### src/rtl/pipeline_hazard_controller.sv
// pipeline_hazard_controller: load-use, branch-flush and multi-cycle divide hazard control
module pipeline_hazard_controller #(
    parameter int DIV_CYCLES = 32
) (
    input  logic        CLK,
    input  logic        Reset,
    input  logic [4:0]  ID_RS1,
    input  logic [4:0]  ID_RS2,
    input  logic        ID_Uses_RS1,
    input  logic        ID_Uses_RS2,
    input  logic        EX_Mem_Read,
    input  logic        EX_Write_Enable,
    input  logic [4:0]  EX_WriteAddress,
    input  logic        EX_Is_Div,
    input  logic        EX_Branch_Taken,
    output logic        PC_STALL,
    output logic        IF_ID_STALL,
    output logic        IF_ID_FLUSH,
    output logic        ID_EX_BUBBLE,
    output logic        EX_HOLD,
    output logic        EX_MEM_BUBBLE,
    output logic        DIV_Start,
    output logic        Div_Result_Valid,
    output logic        Busy,
    output logic [31:0] Stall_Count
);
    localparam logic [1:0] RUN      = 2'd0;
    localparam logic [1:0] DIV_BUSY = 2'd1;
    localparam logic [1:0] DIV_DONE = 2'd2;

    logic [1:0] state;
    logic [5:0] Div_Cnt;
    logic       load_use, in_run, in_busy, take_br, go_div, lu_stall;

    // Hazard decode; every output is gated by Reset so it drops immediately while reset is held
    always_comb begin
        load_use = EX_Mem_Read & EX_Write_Enable & (EX_WriteAddress != 5'd0) &
                   ((ID_Uses_RS1 & (ID_RS1 == EX_WriteAddress)) |
                    (ID_Uses_RS2 & (ID_RS2 == EX_WriteAddress)));
        in_run           = Reset & (state == RUN);
        in_busy          = Reset & (state == DIV_BUSY);
        take_br          = in_run & EX_Branch_Taken;
        go_div           = in_run & ~EX_Branch_Taken & EX_Is_Div;
        lu_stall         = in_run & ~EX_Branch_Taken & ~EX_Is_Div & load_use;
        IF_ID_FLUSH      = take_br;
        ID_EX_BUBBLE     = take_br | lu_stall;
        PC_STALL         = go_div | in_busy | lu_stall;
        IF_ID_STALL      = go_div | in_busy | lu_stall;
        EX_HOLD          = go_div | in_busy;
        EX_MEM_BUBBLE    = go_div | in_busy;
        DIV_Start        = go_div;
        Busy             = in_busy;
        Div_Result_Valid = Reset & (state == DIV_DONE);
    end

    // Divide sequencing: start cycle plus DIV_CYCLES-1 busy cycles, then one result cycle
    always_ff @(posedge CLK or negedge Reset) begin
        if (!Reset) begin
            state   <= RUN;
            Div_Cnt <= 6'd0;
        end else if (state == RUN) begin
            state   <= go_div ? DIV_BUSY : RUN;
            Div_Cnt <= go_div ? 6'(DIV_CYCLES - 1) : 6'd0;
        end else if (state == DIV_BUSY) begin
            state   <= (Div_Cnt == 6'd1) ? DIV_DONE : DIV_BUSY;
            Div_Cnt <= Div_Cnt - 6'd1;
        end else begin
            state   <= RUN;
            Div_Cnt <= 6'd0;
        end
    end

    // Free-running count of stalled cycles, wrapping naturally at 32 bits
    always_ff @(posedge CLK or negedge Reset) begin
        if (!Reset)
            Stall_Count <= 32'd0;
        else if (PC_STALL)
            Stall_Count <= Stall_Count + 32'd1;
    end
endmodule
### config.mk
export PLATFORM = sky130hd
export DESIGN_NAME = pipeline_hazard_controller
export DESIGN_NICKNAME = d
export VERILOG_FILES = /design/src/rtl/pipeline_hazard_controller.sv
export SDC_FILE = /design/constraint.sdc
export NUM_CORES = 1
export LEC_CHECK = 0
export BUFFER_PORTS_ARGS = -buffer_cell sky130_fd_sc_hd__buf_2
export CAP_MARGIN = 5
export CORE_MARGIN = 1.5
export CORE_UTILIZATION = 45
export DETAILED_ROUTE_END_ITERATION = 8
export GPL_TIMING_DRIVEN = 0
export MAX_ROUTING_LAYER = met4
export PLACE_DENSITY = 0.67
export SLEW_MARGIN = 10
export SYNTH_ARGS = -nofsm -noshare
export SYNTH_HDL_FRONTEND = slang
export SYNTH_SLANG_ARGS = --single-unit
### constraint.sdc
create_clock -name CLK -period 5.9 [get_ports CLK]
set_input_delay 0.295 -clock CLK [delete_from_list [all_inputs] [get_ports CLK]]
set_output_delay 0.295 -clock CLK [all_outputs]
set_load 0.01 [all_outputs]
# Yosys cells after proc, flatten, opt, wreduce, memory -nomap -nowiden

Index checks and enable logic that the tools add are counted.

ROM bits: 0
Latch bits: 0
Register bits after elaboration: 40
Memories kept: 0
Memory bits (writable): 0
Word-level logic and storage cells: 38
Output and inout port bits: 41

Add/sub/neg operators: 2
Muxes and demuxes: 7
Magnitude comparators: 0
Equal/unequal tests: 5
Bitwise gates (word level): 19
Reductions and logical operators: 2
Divide/modulo/power cells: 0
Multipliers: 0
Shift operators: 0

Operators by type and width:

| cell                    | count |
|---|---|
| $add A32 B1 Y32 const B | 1 |
| $and A1 B1 Y1           | 13 |
| $mux W6                 | 2 |
| $eq A5 B5 Y1            | 2 |
| $eq A6 B1 Y1 const B    | 1 |
| $mux W2                 | 3 |
| $sub A6 B1 Y6 const B   | 1 |
| $mux W5                 | 1 |
| $reduce_bool A5 Y1      | 1 |
| $or A1 B1 Y1            | 4 |
| $eq A2 B1 Y1 const B    | 1 |
| $eq A2 B2 Y1 const B    | 1 |
| $logic_not A2 Y1        | 1 |
| $not A1 Y1              | 2 |
| $mux W1                 | 1 |

# Longest topological paths before layout

Gate-level depths: netlist of the first run.

Depth in word-level cells: 6
Depth in mapped cells: 7
Depth with buffers taken out: 6

# Worst setup path before layout of the first run

No wires, ideal clock.

Kind: input to output
Start: input port EX_WriteAddress[1]
End: output port PC_STALL
Stages on the path: 7
Data arrival time: 1720 ps
Buffers on the path: 2
Slack: 3885 ps
Path through: or4_1 > o21ai_1 > nor3_1 > a21oi_1 > buf_2 > inv_1 > buf_4

Longest elaborated chain between the ends: 6
Elaborated cells on any way between the ends: 10

Ends and longest elaborated chain:

| what                                    | RTL line | RTL |
|---|---|---|
| start: declaration                      | 13       | `input logic [4:0] EX_WriteAddress,` |
| $eq A5 B5 Y1, on equally long branches  | 38, 39   |  |
| $and A1 B1 Y1, on equally long branches | 38, 39   |  |
| $or A1 B1 Y1                            | 38       | `((ID_Uses_RS1 & (ID_RS1 == EX_WriteAddress)) \|` |
| $and A1 B1 Y1 *                         | 37       | `load_use = EX_Mem_Read & EX_Write_Enable & (EX_WriteAddress != 5'd0) &` |
| $and A1 B1 Y1 *                         | 44       | `lu_stall = in_run & ~EX_Branch_Taken & ~EX_Is_Div & load_use;` |
| $or A1 B1 Y1 *                          | n/a      |  |
| end: declaration                        | 16       | `output logic PC_STALL,` |

Every way passes the cells marked *; elsewhere a longest branch is shown, timed or not.

# Worst setup path in the final report of the first run

Start: input port Reset
End: output port PC_STALL

Longest elaborated chain between the ends: 5
Elaborated cells on any way between the ends: 8

Ends and longest elaborated chain:

| what                                          | RTL line | RTL |
|---|---|---|
| start: declaration                            | 6        | `input logic Reset,` |
| $and A1 B1 Y1                                 | 40       | `in_run = Reset & (state == RUN);` |
| $and A1 B1 Y1                                 | 43, 44   |  |
| $and A1 B1 Y1, on equally long branches       | 43, 44   |  |
| $or A1 B1 Y1 or $and A1 B1 Y1 (tied branches) | 47, 44   |  |
| $or A1 B1 Y1 *                                | 47       | `PC_STALL = go_div \| in_busy \| lu_stall;` |

Marked as above.

==> impl_metrics.json, run 1 <==
{
  "stdcell_area_sq_mm": 0.00255,
  "num_rows": 24,
  "nFillCells": 413,
  "busiest_layer": "met2",
  "num_antenna_cells": 0,
  "die_x_um": 71.2,
  "irDropWorstVdd_mv": 0.248,
  "drv_cap": 0,
  "dpl-instance-area_sq_mm": 0.00248,
  "hold_viol": 0,
  "drtPass1Iterations": 4,
  "grt_pass1_vias": 1650,
  "numCtsBuffers": 5,
  "via_per_inst": 5.12,
  "setup_viol_count_final": 0,
  "synthArstFlopShare": 1.00,
  "status": "finished, final reports clean",
  "antenna_found_initial": 0,
  "dieHeight_um": 71.2,
  "syn_inst": 202,
  "clk_pin_slew_ps": 80,
  "switching_share": 0.385,
  "cts_hold_buf": 0,
  "synth-edff-count": 0,
  "grt_pass1_wl_um": 7760,
  "synthMostInstantiatedCell": "dfrtp_1",
  "h-tree-depth": 2,
  "ys_seq_area_frac": 0.478,
  "num_vias": 1660,
  "switching_power_uw": 340,
  "cp.required_ps": 5610,
  "seqPwrFrac": 0.443,
  "wl_per_cell_um": 13.9,
  "crit_fanout": 42,
  "fin_crit_ps": 2810,
  "grt_use_met3": 0.0394,
  "power_uw": 884,
  "dp_hpwl_um": 3200,
  "clkPwrFrac": 0.194,
  "ys_types": 38,
  "ios": 64,
  "track_usage": 0.200,
  "synth-main-ff-cell": "dfrtp_1",
  "rsz0062_at_grt": "false",
  "synth_largest_area_cell": "dfrtp_1",
  "coreArea_sq_mm": 0.00441,
  "crit_path_end_kind": "output port",
  "areaGrowthSynthToFinish_pct": 21.9,
  "slew_headroom": 0.389,
  "remaining_drc_errors": 0,
  "routabilityCongestion": 0.848,
  "worstMarginPinSlew_ps": 917,
  "overflow": 0,
  "clk_latency_ps": 290,
  "finalCritPeriodShare": 0.477,
  "cp_data_arrival_time_ps": 2520,
  "nets": 298,
  "cts_buffer_depth": 2,
  "slew_violations": 0,
  "synth_top_area_frac": 0.478,
  "max_freq_ghz": 0.355,
  "ctsResizeCount": 0,
  "ant_nets": 0,
  "synth_common_cells": "40 x dfrtp_1, 28 x xor2_1, 17 x xnor2_1",
  "portBuffers": 63,
  "cts_sinks": 40,
  "grt.met1_usage": 0.265,
  "worst_setup_path_start_kind": "input port",
  "powerDensity_mw_per_mm2": 346,
  "p_leak_uw": 0.00121,
  "min_path_type": "in -> async",
  "internal_power_uw": 544,
  "timing_worst_setup_path_type": "in -> out",
  "ys_ff_latch": 40,
  "grt_max_degree": 43,
  "routed_wl_um": 4500,
  "fin_tns_setup_ps": 0,
  "syn_avg_cell_area_sq_um": 10.4,
  "cts_tree": "done",
  "cts-root-buf": "clkbuf_8",
  "post_route_cells_drive_above_1_share": 0.305,
  "dieArea_sq_mm": 0.00508,
  "combPwrFrac": 0.363,
  "synth_area_leaders": "dfrtp_1 48%, xor2_1 12%, xnor2_1 7.1%",
  "finClkSkew_ps": 8.57,
  "synth_warnings": 0,
  "met2_usage": 0.305,
  "drtIter0Drc": 102,
  "post_cts.repair.setup_buffers": 0,
  "netlist_area_sq_mm": 0.00210,
  "start_util": 0.475,
  "synth.net_count": 228
}
## worst paths after layout
path | startpoint | endpoint | slack, ps | depth (start not counted)
max | Reset | PC_STALL | 3090 | 9
min | Reset | Stall_Count[20]$_DFFE_PN0P_ | 130 | 1
max reg2reg | state[1]$_DFF_PN0_ | Stall_Count[1]$_DFFE_PN0P_ | 3690 | 6
min reg2reg | Stall_Count[31]$_DFFE_PN0P_ | Stall_Count[31]$_DFFE_PN0P_ | 460 | 1
max in group asynchronous | Reset | Stall_Count[4]$_DFFE_PN0P_ | 5190 | 1
min in group CLK | EX_Is_Div | state[0]$_DFF_PN0_ | 420 | 3
## through the flow
step / setup slack (ps) / hold WS (ps) / util / std cells
finish: 3090 / 132 / 0.579 / 324
global route: 2720 / 233 / 0.579 / 324
CTS: 2980 / 169 / 0.579 / 324
global placement: 3020 / 452 / 0.561 / 317
detailed placement: 3000 / 457 / 0.561 / 317
floorplan: 3880 / -0.591 / - / 202
## critical path, stage by stage
cell and delay [ps]:
buf_2 680, nor4b_2 370, nand2_1 230, o21ai_1 210, a21oi_1 160, buf_2 250, inv_1 90, buf_4 90
buf_2 110
## routing by layer
layer	share of wire	vias to the layer above	routed length [um]
met5	0	-	0
met4	0.019	0	87
met3	0.033	9	150
met2	0.46	32	2080
met1	0.48	783	2180
li1	-	836	-
## cells in the final DEF (no fill, tap or decap), types with 2 or more instances in the layout
| cell type | Yosys | layout |
|---|---|---|
| nand4_1 | 8 | 8 |
| nor3b_1 | 5 | 5 |
| o21ai_1 | 2 | 2 |
| nand2_1 | 11 | 11 |
| nor3_1 | 9 | 9 |
| inv_1 | 8 | 8 |
| clkbuf_1 | 3 | 4 |
| ha_1 | 3 | 3 |
| nor3_2 | 2 | 2 |
| buf_2 | 4 | 67 |
| nand3_1 | 11 | 11 |
| nor4_1 | 9 | 9 |
| and3_1 | 2 | 2 |
| clkbuf_8 | 0 | 5 |
| o21ai_0 | 6 | 6 |
| xnor2_1 | 17 | 17 |
| nand2b_1 | 2 | 2 |
| dfrtp_1 | 40 | 40 |
| xor2_1 | 28 | 28 |
| nor4b_1 | 3 | 3 |
| buf_4 | 2 | 2 |
| nor2_1 | 10 | 10 |
## registers in the layout, indices dropped and copies added, names as in the netlist
register / count
Div_Cnt: 6
Stall_Count: 32
state: 2
## final cells by class
cell class	instances	area, sq um	area share
Buffer	10	50.0	0.0196
Clock buffer	6	72.6	0.0284
Clock inverter	1	5.00	0.00196
Inverter	8	30.0	0.0118
Multi-Input combinational cell	144	1010	0.397
Sequential cell	40	1000	0.392
Tap cell	52	65.1	0.0255
Timing Repair Buffer	63	315	0.123
## power by group through the flow
| stage | Combinational, uW | Clock (uW) | Sequential (uW) |
|---|---|---|---|
| 2_1_floorplan | 193 | 0 | 403 |
| 3_3_place_gp | 317 | 0 | 395 |
| 3_5_place_dp | 323 | 0 | 395 |
| 4_1_cts | 323 | 180 | 391 |
| 5_1_grt | 358 | 188 | 401 |
| 6_report | 321 | 172 | 392 |
## logic make-up after synthesis
kind of cell | after synthesis | synth area share
flops | 40 | 0.478
fa+ha+maj | 3 | 0.0179
mux | 1 | 0.00537
buf+inv | 18 | 0.0382
xor+xnor | 45 | 0.188
simple gates | 84 | 0.245
compound gates | 11 | 0.0281
(Power assumes the default switching activity.)
==> inputs of run 2 (changes only) <==
clock period = 2.6 ns   (was 5.9 ns; I/O delays follow)
==> run 2 against run 1 <==
Effect of this change:
- critical path depth fell by 1
- non-clock buffer count rose by 2
- worst setup slack got worse by 2800 ps
- worst hold slack improved by 120 ps
- power rose by 130%
- cell area rose by 1.7%
- global-route usage did not move
- cell count rose by 0.62%
- register-to-register slack got worse by 3200 ps
- critical endpoint unchanged
==> impl_metrics.json, run 2 (synthesis gave the netlist of run 1 again) <==
{
  "status": "finished, final reports clean",
  "crit_family": "buffers and inverters",
  "start_util": 0.475,
  "drtIter0Drc": 105,
  "num_vias": 1666,
  "clk_pin_slew_ps": 70,
  "dieHeight_um": 71.2,
  "finClkSkew_ps": 8.72,
  "min_path_type": "in -> reg",
  "crit_fanout": 10,
  "rsz0062_at_grt": "false",
  "ios": 64,
  "drtPass1Iterations": 4,
  "post_route_cells_drive_above_1_share": 0.310,
  "nets": 300,
  "internal_power_uw": 1240,
  "crit_path_end_kind": "output port",
  "worst_setup_path_start_kind": "flop",
  "critPathSlowestCell": "dfrtp_1",
  "crit_path_frequent_cell": "buf_2",
  "nFillCells": 410,
  "switching_power_uw": 773,
  "num_rows": 24,
  "finalCritPeriodShare": 0.908,
  "max_freq_ghz": 0.423,
  "final_common_cell": "buf_2",
  "clk_latency_ps": 290,
  "slew_headroom": 0.618,
  "routed_wl_um": 4550,
  "routabilityCongestion": 0.848,
  "wl_per_cell_um": 14.0,
  "numCtsBuffers": 5,
  "grt_pass1_wl_um": 7760,
  "irDropWorstVdd_mv": 0.566,
  "seqPwrFrac": 0.441,
  "overflow": 0,
  "grt_pass1_vias": 1650,
  "powerDensity_mw_per_mm2": 775,
  "worstMarginPinSlew_ps": 568,
  "clkPwrFrac": 0.194,
  "top_regs": "Stall_Count x32, Div_Cnt x6, state x2",
  "setup_viol_count_final": 0,
  "cp.required_ps": 2470,
  "cp_cell_sequence": "nand2b_1 > clkbuf_1 > o21ai_1 > a21oi_2 > buf_2 > inv_1 > buf_4 > buf_2",
  "final_util": 0.588,
  "switching_share": 0.384,
  "dpl_worst_slack_ps": -134,
  "dpl-instance-area_sq_mm": 0.00248,
  "post_cts.repair.setup_buffers": 0,
  "num_antenna_cells": 0,
  "timing_worst_setup_path_type": "reg -> out",
  "power_uw": 2010,
  "fin_ws_ps": 238,
  "combPwrFrac": 0.365,
  "critPathMaxStageDelay_ps": 390,
  "slew_violations": 0,
  "largest_register_ffs": 32,
  "coreArea_sq_mm": 0.00441,
  "areaGrowthSynthToFinish_pct": 23.9,
  "grt_max_degree": 43,
  "die_x_um": 71.2,
  "cts_buffer_depth": 2,
  "stdcell_area_sq_mm": 0.00260,
  "drv_cap": 0,
  "top_register": "Stall_Count",
  "portBuffers": 63,
  "via_per_inst": 5.11,
  "cp_data_arrival_time_ps": 2230,
  "final_cell_mix": "66 x buf_2, 40 x dfrtp_1, 28 x xor2_1",
  "fin_crit_ps": 2360,
  "h-tree-depth": 2,
  "dieArea_sq_mm": 0.00508,
  "ant_nets": 0,
  "dp_hpwl_um": 3200,
  "antenna_found_initial": 0,
  "cts-root-buf": "clkbuf_8",
  "remaining_drc_errors": 0,
  "hold_viol": 0,
  "cp_num_buf_inv": 5,
  "cts_sinks": 40,
  "track_usage": 0.200,
  "cts_tree": "done",
  "p_leak_uw": 0.00123
}
-- run 2: worst register-to-register path, cell delays in order, from the launching register on --
cell and delay (ps):
dfrtp_1 420, nor4b_2 320, nand2_1 230, o21ai_1 230, a21oi_2 120, buf_2 210, nor4_1 350, xor2_1 170
-- run 2: timing repair --
action | CTS | global route
gates resized for setup | 0 | 2
endpoints found under the setup margin | 0 | 21
hold endpoints to repair | 0 | 40
hold buffers | 0 | 2
-- run 2: worst paths after layout --
| check | start | to | slack (ps) | cells after the start |
|---|---|---|---|---|
| max in group asynchronous | Reset | Div_Cnt[0]$_DFF_PN0_ | 1930 | 3 |
| hold reg to reg | Stall_Count[31]$_DFFE_PN0P_ | Stall_Count[31]$_DFFE_PN0P_ | 460 | 1 |
| min in group asynchronous | Reset | Stall_Count[20]$_DFFE_PN0P_ | 470 | 3 |
| setup reg to reg | state[0]$_DFF_PN0_ | Stall_Count[19]$_DFFE_PN0P_ | 470 | 7 |
| hold / removal | EX_Is_Div | state[0]$_DFF_PN0_ | 250 | 3 |
| setup / recovery | state[1]$_DFF_PN0_ | PC_STALL | 240 | 8 |
-- run 2: layout make-up --
| cell class | instances | area (sq um) | area share |
|---|---|---|---|
| multi-input cells | 144 | 1020 | 0.392 |
| flip-flops and latches | 40 | 1000 | 0.385 |
| repair buffers | 65 | 355 | 0.137 |
| clock buffers | 6 | 72.6 | 0.0279 |
| well taps | 52 | 65.1 | 0.0250 |
| plain buffers | 10 | 50.0 | 0.0193 |
| inverters | 8 | 30.0 | 0.0116 |
| clock inverters | 1 | 5.00 | 0.00193 |
-- run 2: through the flow --
stage                     hold slack [ps]  setup TNS, ps  std cells
after floorplan                      -166              0        202
after global placement                326           -977        317
after detailed placement              321          -1520        317
after CTS                            4.30              0        324
after global routing                  300              0        326
final                                 254              0        326
-- run 2: per-layer routing --
| layer | GRT usage | wire length [um] |
|---|---|---|
| met5 | - | 0 |
| met4 | 0.0776 | 87 |
| met3 | 0.0394 | 139 |
| met2 | 0.305 | 2130 |
| met1 | 0.265 | 2190 |
-- run 2: power by group through the flow --
stage | Combinational, uW | Clock [uW] | Sequential, uW
final | 736 | 390 | 888
after global routing | 822 | 427 | 910
after CTS | 734 | 408 | 888
after detailed placement | 732 | 0 | 896
after global placement | 719 | 0 | 896
after floorplan | 438 | 0 | 915
